`config.mk`:
```
export PLATFORM = sky130hd
export DESIGN_NAME = fft_reorder
export DESIGN_NICKNAME = d
export VERILOG_FILES = /design/src/rtl/fft_pkg.sv /design/src/rtl/reorder_bank.sv /design/src/rtl/fft_reorder.sv
export SDC_FILE = /design/constraint.sdc
export NUM_CORES = 1
export LEC_CHECK = 0
export ABC_AREA = 1
export CORE_MARGIN = 10
export CORE_UTILIZATION = 56
export DETAILED_ROUTE_END_ITERATION = 10
export PLACE_DENSITY = 0.76
export SYNTH_ARGS = -nofsm -noshare
export SYNTH_HDL_FRONTEND = slang
export SYNTH_SLANG_ARGS = --single-unit
```
`constraint.sdc`:
```
create_clock -name clk -period 1.7 [get_ports clk]
set_input_delay 0.255 -clock clk [delete_from_list [all_inputs] [get_ports clk]]
set_output_delay 0.255 -clock clk [all_outputs]
set_load 0.01 [all_outputs]
```
`src/rtl/fft_pkg.sv`:
```
// Shared types and helpers for the FFT output reorder buffer.
package fft_pkg;

  localparam int N_POINTS_DEFAULT = 8;
  localparam int LOG2_N           = $clog2(N_POINTS_DEFAULT);

  typedef enum logic [1:0] {
    EMPTY    = 2'd0,
    FILLING  = 2'd1,
    FULL     = 2'd2,
    DRAINING = 2'd3
  } bank_state_t;

  // Reverses the low `width` bits of idx; bits above width are returned as 0.
  function automatic logic [31:0] bitrev(input logic [31:0] idx, input int width);
    logic [31:0] r;
    r = '0;
    for (int i = 0; i < 32; i++) begin
      if (i < width) r[i] = idx[5'(width - 1 - i)];
    end
    return r;
  endfunction

endpackage

```
`src/rtl/reorder_bank.sv`:
```
// One frame of sample storage: single write port, combinational read mux, cleared on reset.
module reorder_bank
  import fft_pkg::*;
#(
  parameter int DATA_WIDTH = 16,
  parameter int N_POINTS   = N_POINTS_DEFAULT,
  parameter int AW         = LOG2_N
) (
  input  logic                    clk,
  input  logic                    arst_n,
  input  logic                    we_i,
  input  logic [AW-1:0]           waddr_i,
  input  logic [2*DATA_WIDTH-1:0] wdata_i,
  input  logic [AW-1:0]           raddr_i,
  output logic [2*DATA_WIDTH-1:0] rdata_o
);

  logic [2*DATA_WIDTH-1:0] mem_q [N_POINTS];

  always_ff @(posedge clk or negedge arst_n) begin
    if (!arst_n) begin
      for (int i = 0; i < N_POINTS; i++) mem_q[i] <= '0;
    end else if (we_i) begin
      mem_q[waddr_i] <= wdata_i;
    end
  end

  assign rdata_o = mem_q[raddr_i];

endmodule

```
`src/rtl/fft_reorder.sv`:
```
// Ping-pong reorder buffer converting bit-reversed FFT output to natural order.
// Define FFT_REORDER_BITREV_EN for bit-reversed write addressing; otherwise input order is kept.
module fft_reorder
  import fft_pkg::*;
#(
  parameter int DATA_WIDTH = 16,
  parameter int N_POINTS   = N_POINTS_DEFAULT
) (
  input  logic                  clk,
  input  logic                  arst_n,
  input  logic                  in_valid,
  output logic                  in_ready,
  input  logic [DATA_WIDTH-1:0] in_re,
  input  logic [DATA_WIDTH-1:0] in_im,
  output logic                  out_valid,
  input  logic                  out_ready,
  output logic [DATA_WIDTH-1:0] out_re,
  output logic [DATA_WIDTH-1:0] out_im,
  output logic                  out_last
);

  localparam int AW = (N_POINTS > 1) ? $clog2(N_POINTS) : 1;
  localparam logic [AW-1:0] LAST_IDX = AW'(N_POINTS - 1);

  bank_state_t             st_q [2];
  bank_state_t             st_d [2];
  logic                    wb_q, wb_d, rb_q, rb_d;
  logic [AW-1:0]           wcnt_q, wcnt_d, rcnt_q, rcnt_d;
  logic [AW-1:0]           waddr;
  logic [2*DATA_WIDTH-1:0] rdata [2];
  logic                    wr_fire, rd_fire;

  // Handshake flags depend only on registered state, never on the partner's valid/ready.
  assign in_ready  = (st_q[wb_q] == EMPTY) || (st_q[wb_q] == FILLING);
  assign out_valid = (st_q[rb_q] == FULL)  || (st_q[rb_q] == DRAINING);
  assign wr_fire   = in_valid && in_ready;
  assign rd_fire   = out_valid && out_ready;

`ifdef FFT_REORDER_BITREV_EN
  assign waddr = AW'(bitrev(32'(wcnt_q), AW));
`else
  assign waddr = wcnt_q;
`endif

  assign {out_re, out_im} = rdata[rb_q];
  assign out_last         = out_valid && (rcnt_q == LAST_IDX);

  // A bank being written is EMPTY/FILLING and one being read is FULL/DRAINING,
  // so the two updates below never target the same bank in one cycle.
  always_comb begin
    st_d[0] = st_q[0];
    st_d[1] = st_q[1];
    wb_d    = wb_q;
    rb_d    = rb_q;
    wcnt_d  = wcnt_q;
    rcnt_d  = rcnt_q;
    if (wr_fire) begin
      wcnt_d = wcnt_q + 1'b1;
      if (wcnt_q == LAST_IDX) begin
        st_d[wb_q] = FULL;
        wcnt_d     = '0;
        wb_d       = ~wb_q;
      end else begin
        st_d[wb_q] = FILLING;
      end
    end
    if (rd_fire) begin
      rcnt_d = rcnt_q + 1'b1;
      if (rcnt_q == LAST_IDX) begin
        st_d[rb_q] = EMPTY;
        rcnt_d     = '0;
        rb_d       = ~rb_q;
      end else begin
        st_d[rb_q] = DRAINING;
      end
    end
  end

  always_ff @(posedge clk or negedge arst_n) begin
    if (!arst_n) begin
      st_q[0] <= EMPTY;
      st_q[1] <= EMPTY;
      wb_q    <= 1'b0;
      rb_q    <= 1'b0;
      wcnt_q  <= '0;
      rcnt_q  <= '0;
    end else begin
      st_q[0] <= st_d[0];
      st_q[1] <= st_d[1];
      wb_q    <= wb_d;
      rb_q    <= rb_d;
      wcnt_q  <= wcnt_d;
      rcnt_q  <= rcnt_d;
    end
  end

  for (genvar gi = 0; gi < 2; gi++) begin : g_bank
    reorder_bank #(
      .DATA_WIDTH(DATA_WIDTH),
      .N_POINTS  (N_POINTS),
      .AW        (AW)
    ) u_bank (
      .clk    (clk),
      .arst_n (arst_n),
      .we_i   (wr_fire && (wb_q == 1'(gi))),
      .waddr_i(waddr),
      .wdata_i({in_re, in_im}),
      .raddr_i(rcnt_q),
      .rdata_o(rdata[gi])
    );
  end

endmodule

```
==> flow_metrics.tcl <==
set metrics [dict create \
    max-slew-margin-rel_pct 69.55 \
    first_iter_violations 2841 \
    io_pins 71 \
    ys_ff_latch 522 \
    synth_ff_type "dfrtp_1" \
    synth_cells 3359 \
    seq_power_share_pct 31.7 \
    wl_met2_um 37790 \
    fp.dieW_um 231.3 \
    grt_pass1_wl_um 123000 \
    gp_congestion 0.8815 \
    synth_most_common_cell "nand2_1" \
    intPower_mw 38.01 \
    grt_pass1_vias 23450 \
    violations "setup timing" \
    wl_per_cell_um 19.21 \
    switching_power_mw 25.37 \
    fin_skew_ps 22.37 \
    comb_power_share_pct 48.6 \
    cts-root-buf "clkbuf_16" \
    fin_ws_ps -843.9 \
    core_area_um2 44220 \
    placed_area_um2 28070 \
    end_kind "output pin" \
    synth_area_leaders "dfrtp_1 52%, nand2_1 16%, o21ai_0 8.8%" \
    fin_tns_setup_ps -25400 \
    vdd_ir_drop_max_mv 1.226 \
    final_util_pct 71.77 \
    pwr-share-clk_pct 19.6 \
    yosysTopAreaCellShare_pct 52.22 \
    maxCapViolCount 0 \
    fin_total_pwr_mw 63.38 \
    synth_edf_count 0 \
    syn_area_per_cell_um2 7.447 \
    clk_latency_ps 620 \
    p_leak_nw 15.53 \
    max_stage_delay_ps 520 \
    finalSetupViolations 37 \
    wirelength_met1_um 30250 \
    fin_area_um2 31740 \
    dr_total_vias 23750 \
    fmax_ghz 0.3931 \
    critPathSlowestCell "dfrtp_4" \
    initial_core_util_pct 56.57 \
    period_needed_ps 2544 \
    syn_area_um2 25010 \
    drc_errors 0 \
    die_area_um2 53520 \
    synth_top_cell_by_area "dfrtp_1" \
    synth_nets 3399 \
    dpl.cell_count 3978 \
    cts_buffer_depth 3 \
    cp_cell_sequence "buf_12 > inv_16 > buf_12 > buf_8 > buf_12 > nand2_2 > nand3_2 > nand3_2 > nand3_2 > nand2_2 > buf_6" \
    synth.distinct_cells 23 \
    status "finished, violations left" \
    rows 77 \
    maxSlewViolCount 0 \
    finalNonFillerCells 4128 \
    viasPerCell 5.753 \
    crit_fanout 7 \
    grt_overflow 0 \
    synthArstFlopShare_pct 100.0 \
    hpwl_um 45560 \
    ys_seq_area_share_pct 52.22 \
    hold_path.class "in2async" \
    cts_tree "built" \
    grt_use_total_pct 28.63 \
    start_kind "flip-flop" \
    place_worst_setup_slack_ps -566.7 \
    yosys_warnings 0 \
    n_fill_cell 3105 \
    worst_pin_slew_ps 456.8 \
    port_buffers 70 \
    swShare_pct 40.03 \
    whs_ps 119.8 \
    min_period_over_period_pct 149.6 \
    path_clk_slew_ps 60 \
    cts_sinks 522 \
    nets 3531 \
    multi_input_area_um2 10150 \
    routed_wl_um 79290 \
    antenna_found_initial 1 \
    drtPass1Iterations 6 \
    area_growth_pct 26.88 \
    top_layer_used "met4" \
    wl_met3_um 7650 \
    grt_max_degree 73 \
    p_per_area_nw_per_um2 1997 \
    postRouteAntennaNets 0 \
    synth_top_cells_by_count "1073 x nand2_1, 522 x dfrtp_1, 492 x inv_1, 442 x o21ai_0, 394 x nand3_1" \
    cp.required_ps 1440 \
    htreeDepth 2 \
    register_area_um2 13070 \
    numCtsBuffers 54 \
    final-hold-violation-count 0 \
    rsz0062_at_grt "true" \
    crit_type "reg2out" \
    die_h_um 231.3 \
    worstPathArrival_ps 2290 \
    layout-drive-gt1-share_pct 15.45 \
]
worst paths after layout:
path	from	endpoint	slack, ps	depth (start not counted)
max	rcnt_q[0]	out_re[1]	-840	11
min	arst_n	g_bank[1].u_bank.mem_q[73]	120	2
max reg2reg	rcnt_q[0]	rb_q	-50	8
min reg2reg	g_bank[0].u_bank.mem_q[210]	g_bank[0].u_bank.mem_q[210]	490	2
max in group asynchronous	arst_n	g_bank[1].u_bank.mem_q[194]	720	3
min in group clk	in_re[5]	g_bank[1].u_bank.mem_q[85]	360	3
power groups by stage:
| stage | combinational [mW] | sequential (mW) | clock (mW) |
|---|---|---|---|
| after floorplan | 15.2 | 19.3 | 0 |
| after global placement | 24.2 | 19.8 | 0 |
| after detailed placement | 24.9 | 20.1 | 0 |
| after CTS | 27.8 | 19.9 | 12.5 |
| after global routing | 33.6 | 20.6 | 13.0 |
| final | 30.8 | 20.1 | 12.4 |
cells by family (layout without fill, tap and decap cells):
group / after synthesis / after routing / synth area share [%]
buffers and inverters: 702 / 878 / 10.74
other: 0 / 1 / 0
DFF: 522 / 522 / 52.22
and+or+nand+nor: 1607 / 1607 / 26.31
xor gates and xnor gates: 2 / 2 / 0.07004
adders and majority gates: 4 / 4 / 0.2001
AOI/OAI and AO/OA: 522 / 522 / 10.46
sequential cells by signal (all words and copies together) (netlist names):
name / cells
waddr: 3
rcnt_q: 3
rb_q: 1
g_bank.u_bank.mem_q: 512
wb_q: 1
st_q: 2
cells in the final DEF (no fill, tap or decap), drive strengths merged, types with 4 or more instances in the layout:
cell / Yosys / layout
buf: 72 / 232
bufinv: 0 / 6
clkbuf: 131 / 86
clkdlybuf4s50: 0 / 34
clkinv: 2 / 17
dfrtp: 522 / 522
ha: 4 / 4
inv: 497 / 499
nand2: 1073 / 1073
nand3: 395 / 395
nor2: 130 / 130
nor3: 5 / 5
o21ai: 519 / 519
or2: 4 / 4
area by class of cell:
class                   count  area share, %
flip-flops and latches    522          41.19
multi-input cells        2135          31.99
repair buffers            278          12.65
inverters                 499          5.969
clock buffers              77          4.908
well taps                 592          2.334
clock inverters            23         0.9028
repair inverters            1        0.05125
diodes                      1       0.007885
critical path: cells and delay by family, from the launching register on:
kind | cells | cell delay, ps
buffers and inverters | 6 | 780
flip-flops | 1 | 520
AND/OR/NAND/NOR | 5 | 360
routing by layer:
metal,track usage [%],vias up
met4,13.13,0
met3,5.534,300
met1,36.32,11360
met5,0,-
li1,-,10720
met2,46.84,1372
what timing repair did:
item                                   in CTS  in global routing
gates cloned                               16                 10
endpoints found under the hold margin     262                  0
hold buffers                                1                  0
pin swaps                                  68                 85
resized for setup                         291                140
setup endpoints to repair                  39                 41
setup buffers                              20                  2
Power figures use the tool's default switching activity.
